===== config.mk =====
export PLATFORM = sky130hd
export DESIGN_NAME = store_part_word_rmw_flat
export DESIGN_NICKNAME = d
export VERILOG_FILES = /design/src/rtl/store_part_word_rmw_if.sv /design/src/rtl/store_part_word_rmw.sv /design/src/flat_wrapper.sv
export SDC_FILE = /design/constraint.sdc
export NUM_CORES = 1
export LEC_CHECK = 0
export CORE_MARGIN = 4
export CORE_UTILIZATION = 40
export CTS_CLUSTER_SIZE = 30
export DETAILED_ROUTE_END_ITERATION = 10
export GPL_ROUTABILITY_DRIVEN = 0
export PLACE_DENSITY = 0.91
export RECOVER_POWER = 100
export SLEW_MARGIN = 20
export SYNTH_ARGS = -nofsm -noshare
export SYNTH_HDL_FRONTEND = slang
export SYNTH_SLANG_ARGS = --single-unit

===== constraint.sdc =====
create_clock -name clk -period 1.8 [get_ports clk]
set_input_delay 0.18 -clock clk [delete_from_list [all_inputs] [get_ports clk]]
set_output_delay 0.18 -clock clk [all_outputs]
set_load 0.01 [all_outputs]

===== src/rtl/store_part_word_rmw_if.sv =====
// Pipeline M-stage store request plus data-memory port B, as seen by the store formatter.
interface store_part_word_rmw_if #(
  parameter int DATA_WIDTH = 32,
  parameter int ADDR_WIDTH = 32
);
  logic                  MemWriteM;
  logic [2:0]            StoreSrcM;
  logic [ADDR_WIDTH-1:0] ALUResultM;
  logic [DATA_WIDTH-1:0] WriteDataM;
  logic [DATA_WIDTH-1:0] MemRdDataB;
  logic [ADDR_WIDTH-3:0] MemAddrB;
  logic                  MemRdEnB;
  logic                  MemWrEnB;
  logic [DATA_WIDTH-1:0] MemWrDataB;
  logic                  StallM;
  logic                  MisalignedM;

  modport slave (
    input  MemWriteM, StoreSrcM, ALUResultM, WriteDataM, MemRdDataB,
    output MemAddrB, MemRdEnB, MemWrEnB, MemWrDataB, StallM, MisalignedM
  );

  modport master (
    output MemWriteM, StoreSrcM, ALUResultM, WriteDataM, MemRdDataB,
    input  MemAddrB, MemRdEnB, MemWrEnB, MemWrDataB, StallM, MisalignedM
  );
endinterface


===== src/rtl/store_part_word_rmw.sv =====
// Store formatter for a word-only memory port: SW writes directly, SB/SH read-merge-write
// with a single pipeline stall cycle.
//   state | meaning
//   IDLE  | accept a store from M; SW writes now, SB/SH issue the read
//   MERGE | read data is back; write the merged word, release the stall
module store_part_word_rmw #(
  parameter int DATA_WIDTH = 32,
  parameter int ADDR_WIDTH = 32
) (
  input logic                clk,
  input logic                rst_n,
  store_part_word_rmw_if.slave bus
);

  typedef enum logic {IDLE, MERGE} state_t;

  state_t                state, state_next;
  logic [ADDR_WIDTH-3:0] addr_q;
  logic [1:0]            off_q;
  logic                  half_q;
  logic [15:0]           data_q;

  logic                  is_sb, is_sh, is_sw, legal, load_rmw;
  logic                  rd_en, wr_en, stall, misaligned;
  logic [ADDR_WIDTH-3:0] addr_o;
  logic [DATA_WIDTH-1:0] wdata, merged;

  always_ff @(posedge clk or negedge rst_n) begin
    if (!rst_n) begin
      state  <= IDLE;
      addr_q <= '0;
      off_q  <= '0;
      half_q <= 1'b0;
      data_q <= '0;
    end else begin
      state <= state_next;
      if (load_rmw) begin
        addr_q <= bus.ALUResultM[ADDR_WIDTH-1:2];
        off_q  <= bus.ALUResultM[1:0];
        half_q <= is_sh;
        data_q <= bus.WriteDataM[15:0];
      end
    end
  end

  always_comb begin
    is_sb = (bus.StoreSrcM == 3'b000);
    is_sh = (bus.StoreSrcM == 3'b001);
    is_sw = (bus.StoreSrcM == 3'b010);
    legal = is_sb
          | (is_sh & ~bus.ALUResultM[0])
          | (is_sw & (bus.ALUResultM[1:0] == 2'b00));
  end

  always_comb begin
    state_next = state;
    load_rmw   = 1'b0;
    rd_en      = 1'b0;
    wr_en      = 1'b0;
    stall      = 1'b0;
    misaligned = 1'b0;
    addr_o     = '0;
    wdata      = '0;
    merged     = bus.MemRdDataB;

    // Lanes not selected by the latched offset keep the word just read back.
    if (half_q) begin
      if (off_q[1]) merged[31:16] = data_q;
      else          merged[15:0]  = data_q;
    end else begin
      case (off_q)
        2'd0:    merged[7:0]   = data_q[7:0];
        2'd1:    merged[15:8]  = data_q[7:0];
        2'd2:    merged[23:16] = data_q[7:0];
        default: merged[31:24] = data_q[7:0];
      endcase
    end

    case (state)
      IDLE: begin
        if (bus.MemWriteM) begin
          if (!legal) begin
            misaligned = 1'b1;
          end else if (is_sw) begin
            wr_en  = 1'b1;
            addr_o = bus.ALUResultM[ADDR_WIDTH-1:2];
            wdata  = bus.WriteDataM;
          end else begin
            rd_en      = 1'b1;
            stall      = 1'b1;
            addr_o     = bus.ALUResultM[ADDR_WIDTH-1:2];
            load_rmw   = 1'b1;
            state_next = MERGE;
          end
        end
      end
      MERGE: begin
        wr_en      = 1'b1;
        addr_o     = addr_q;
        wdata      = merged;
        state_next = IDLE;
      end
      default: state_next = IDLE;
    endcase
  end

  // Gating with rst_n kills an in-flight merge write the moment reset asserts.
  assign bus.MemRdEnB    = rst_n & rd_en;
  assign bus.MemWrEnB    = rst_n & wr_en;
  assign bus.StallM      = rst_n & stall;
  assign bus.MisalignedM = rst_n & misaligned;
  assign bus.MemAddrB    = rst_n ? addr_o : '0;
  assign bus.MemWrDataB  = rst_n ? wdata  : '0;

endmodule


===== src/flat_wrapper.sv =====
// flat-port wrapper written by rule: the top's interface ports become plain ports
module store_part_word_rmw_flat 
#(
  parameter int DATA_WIDTH = 32,
  parameter int ADDR_WIDTH = 32
)
  (clk, rst_n, bus_MemWriteM, bus_StoreSrcM, bus_ALUResultM, bus_WriteDataM, bus_MemRdDataB, bus_MemAddrB, bus_MemRdEnB, bus_MemWrEnB, bus_MemWrDataB, bus_StallM, bus_MisalignedM);
  store_part_word_rmw_if #(.DATA_WIDTH(DATA_WIDTH), .ADDR_WIDTH(ADDR_WIDTH)) bus_i ();
  input logic clk;
  input logic rst_n;
  input wire logic [$bits(bus_i.MemWriteM)-1:0] bus_MemWriteM;
  input wire logic [$bits(bus_i.StoreSrcM)-1:0] bus_StoreSrcM;
  input wire logic [$bits(bus_i.ALUResultM)-1:0] bus_ALUResultM;
  input wire logic [$bits(bus_i.WriteDataM)-1:0] bus_WriteDataM;
  input wire logic [$bits(bus_i.MemRdDataB)-1:0] bus_MemRdDataB;
  output wire logic [$bits(bus_i.MemAddrB)-1:0] bus_MemAddrB;
  output wire logic [$bits(bus_i.MemRdEnB)-1:0] bus_MemRdEnB;
  output wire logic [$bits(bus_i.MemWrEnB)-1:0] bus_MemWrEnB;
  output wire logic [$bits(bus_i.MemWrDataB)-1:0] bus_MemWrDataB;
  output wire logic [$bits(bus_i.StallM)-1:0] bus_StallM;
  output wire logic [$bits(bus_i.MisalignedM)-1:0] bus_MisalignedM;
  assign bus_i.MemWriteM = bus_MemWriteM;
  assign bus_i.StoreSrcM = bus_StoreSrcM;
  assign bus_i.ALUResultM = bus_ALUResultM;
  assign bus_i.WriteDataM = bus_WriteDataM;
  assign bus_i.MemRdDataB = bus_MemRdDataB;
  assign bus_MemAddrB = bus_i.MemAddrB;
  assign bus_MemRdEnB = bus_i.MemRdEnB;
  assign bus_MemWrEnB = bus_i.MemWrEnB;
  assign bus_MemWrDataB = bus_i.MemWrDataB;
  assign bus_StallM = bus_i.StallM;
  assign bus_MisalignedM = bus_i.MisalignedM;
  store_part_word_rmw #(.DATA_WIDTH(DATA_WIDTH), .ADDR_WIDTH(ADDR_WIDTH)) u_core (.clk(clk), .rst_n(rst_n), .bus(bus_i));
endmodule

==> results.md, run 1 <==
- Status: finished with violations
- Violated checks: setup timing
- Post-synth ARST share: 100.0%
- # rows: 32
- CTS buffer count: 5
- Pwr dens: just over 700 nW/um^2
- Largest net degree at the start of global routing: 35
- Clk slew on worst S/H paths: 0.09 ns
- Pre-antenna DRT Iters: 4
- Critical path class: flop to output pin
- Worst-margin pin slew: roughly 0.80 ns
- First-pass GRT wire length: 18540 um
- Initial antenna violation count: 1
- Die Ht: 97.82 um
- Global route total overflow: 0
- Combinational share of power: 40.2%
- Most frequent cells in the layout: clkdlybuf4s50_1 (94), buf_2 (57), mux2_2 (49), dfrtp_1 (49), mux2i_1 (40)
- Clock Tree Buf Depth: 2
- Pre-CTS setup slack: -0.6765 ns
- Net switching fraction of the power: 30.89%
- Gr usage total: 23.65%
- Mapped cell area: 3227 sq um
- Port buffer count: between 150 and 200
- Setup ws final: -0.1142 ns
- Yosys Warn Count: 0
- Clk pwr share: between 15 and 20%
- Pleak: 2.784 nW
- Setup TNS: -2.198 ns
- Crit path buf inv count: 4
- Iteration-0 DRC count of the detailed router: 126
- Count of different cell masters after synthesis: 27
- Final Hold Viols: 0
- Vias in the first global route: 3675
- CTS root buf: clkbuf_8
- Flops & latches, synth: 50
- Slew margin rel.: a little under half
- Die width: slightly below 100 um
- Final wirelength: roughly 12000 um
- CP top delay family: buffers and inverters
- Sw Pwr: 1.225 mW
- # fillers: 585
- Drt drc: 0
- Cell internal pwr: approximately 2.7 mW
- Worst setup SP type: flop
- Clk_lat worst skew: about 0.30 ns
- Sequential Power Share: about two fifths
- CP max FO: 6
- Final Skew: about 0.0032 ns
- Final Net Count: 603
- Placeable Area: about 7800 sq um
- Final-report max-slew violation count: 0
- CP required: 1.62 ns
- HP Class: input port to async pin
- Final ANT Viol Nets: 0
- Top FF cell, synth: dfrtp_1
- Area Overhead vs Synth: 74.60%
- Peak supply drop: 525.5 uV
- CP endpoint kind: output pin
- Most common cell after layout, fill and taps aside: clkdlybuf4s50_1
- Crit-path max cell delay: between 0.4 and 0.5 ns
- Worst EP arrival: 1.73 ns
- Full die area: 9568 sq um
- Min Tclk post-route: about 1.9 ns
- Via/cell ratio: 5.564
- Initial core utilization: 41.54%
- Layout cells sized above 1: a little over two fifths
- Post-DR wirelength/cell: 20.21 um
- CTS tree: done
- Peak Freq: approximately 520 MHz
- Post-DP HPWL: 8559 um
- Critical path's slowest cell: dfrtp_1
- RSZ-0062 raised after global routing: yes
- EDFF count, synth: 0
- Syn Inst Count: about 290
- Power Total: ~4.0 mW
- Mapped Nets: 393
- Seq/Total Area, Yosys: 38.77%
- Clock H-tree levels: 2
- Period Utilization, post-route: 106.3%
- Max-Cap Viols: 0
- Vias: 3366
- Setup Viol. Count Final: 40
- Clk sinks: 50
- Io pins: 168
- Avg Cell Area, Syn: between 10 and 15 sq um
- CP Cell Sequence: inv_1, a21oi_4, buf_12, buf_4, mux2i_1, o22ai_1, buf_2
## per-stage QoR
| step | cell area [sq um] | std cells | hold WS [ns] | utilization (%) |
|---|---|---|---|---|
| after floorplan | 3227 | 291 | -0.1156 | - |
| after global placement | 5256 | 570 | 0.2026 | 67.67 |
| after detailed placement | 5256 | 570 | 0.2094 | 67.67 |
| after CTS | 5351 | 597 | 0.03207 | 68.90 |
| after global routing | 5634 | 605 | 0.2227 | 72.54 |
| final | 5634 | 605 | 0.1613 | 72.54 |
## area by class of cell
cell class | instances | area, sq um | share of cell area [%]
Antenna cell | 1 | 2.502 | 0.04441
Clock buffer | 5 | 68.82 | 1.221
Clock inverter | 3 | 40.04 | 0.7106
Inverter | 5 | 21.27 | 0.3775
Multi-Input combinational cell | 214 | 2066 | 36.66
Sequential cell | 50 | 1252 | 22.23
Tap cell | 102 | 127.6 | 2.265
Timing Repair Buffer | 225 | 2056 | 36.49
## worst paths after layout
kind | start | end | slack (ns) | cells after the start
worst min register to register | u_core.addr_q[14]$_DFFE_PN0P_ | u_core.addr_q[14]$_DFFE_PN0P_ | 0.51 | 1
min in group clk | bus_ALUResultM[1] | u_core.off_q[1]$_DFFE_PN0P_ | 0.40 | 3
max in group asynchronous | rst_n | u_core.off_q[1]$_DFFE_PN0P_ | 0.82 | 3
worst max register to register | u_core.state$_DFF_PN0_ | u_core.addr_q[0]$_DFFE_PN0P_ | 0.08 | 6
worst min-delay path | rst_n | u_core.addr_q[20]$_DFFE_PN0P_ | 0.16 | 2
worst max-delay path | u_core.half_q$_DFFE_PN0P_ | bus_MemWrDataB[1] | -0.11 | 7
## power groups by stage
stage	clock network [mW]	registers, mW	logic (mW)
6_report	0.787	1.59	1.59
4_1_cts	0.806	1.56	1.41
3_3_place_gp	0	1.56	1.27
3_5_place_dp	0	1.58	1.32
5_1_grt	0.859	1.61	1.69
2_1_floorplan	0	1.50	0.711
## cell usage after synthesis (5+ instances only)
| cell type | n | area share [%] |
|---|---|---|
| mux2i_1 | 48 | 15 |
| a22o_1 | 30 | 8.1 |
| dfrtp_1 | 50 | 39 |
| nand2_1 | 21 | 2.4 |
| o22ai_1 | 32 | 6.2 |
| nor2_1 | 5 | 0.58 |
| clkbuf_1 | 5 | 0.58 |
| a21o_1 | 16 | 3.7 |
| mux2_2 | 49 | 17 |
| buf_2 | 14 | 2.2 |
| inv_1 | 5 | 0.58 |
## cells by family (layout without fill, tap and decap cells)
group / after synthesis / in the layout / synth area share [%]
mux: 97 / 97 / 31.99
buf+inv: 27 / 238 / 4.033
other cells: 0 / 1 / 0
simple gates: 34 / 34 / 5.933
flops: 50 / 50 / 38.77
compound gates: 83 / 83 / 19.27
## state kept, by name (all words and copies together) (netlist names)
name,cells
u_core.addr_q,30
u_core.data_q,16
u_core.half_q,1
u_core.off_q,2
u_core.state,1
## worst register-to-register path, delay by kind of cell, from the launching register on
family                 cells  cell delay (ns)
buffers and inverters      4             0.69
DFF                        1             0.40
and+or+nand+nor            1             0.12
muxes                      1             0.40
## metal layers
metal / global-route usage, % / up-vias / part of all wire [%]
li1: - / 1536 / -
met1: 26.81 / 1680 / 39
met2: 41.06 / 123 / 52
met3: 7.071 / 27 / 6.0
met4: 10.65 / 0 / 2.5
met5: 0 / - / 0
## repair_timing
| item | 4_1_cts | 5_1_grt |
|---|---|---|
| endpoints found under the setup margin | 66 | 66 |
| buffers inserted | 14 | 7 |
| endpoints found under the hold margin | 18 | 0 |
| gates cloned | 4 | 2 |
| hold buffers | 2 | 0 |
| gates resized for setup | 290 | 48 |
| pin swaps | 11 | 23 |
Power figures use the tool's default switching activity.
==> run 2: changes to the inputs <==
Settings changed: CTS_CLUSTER_DIAMETER from default to 40.
==> results of run 2 <==
Same layout as run 1: the final DEF is identical, and so are final timing and power.
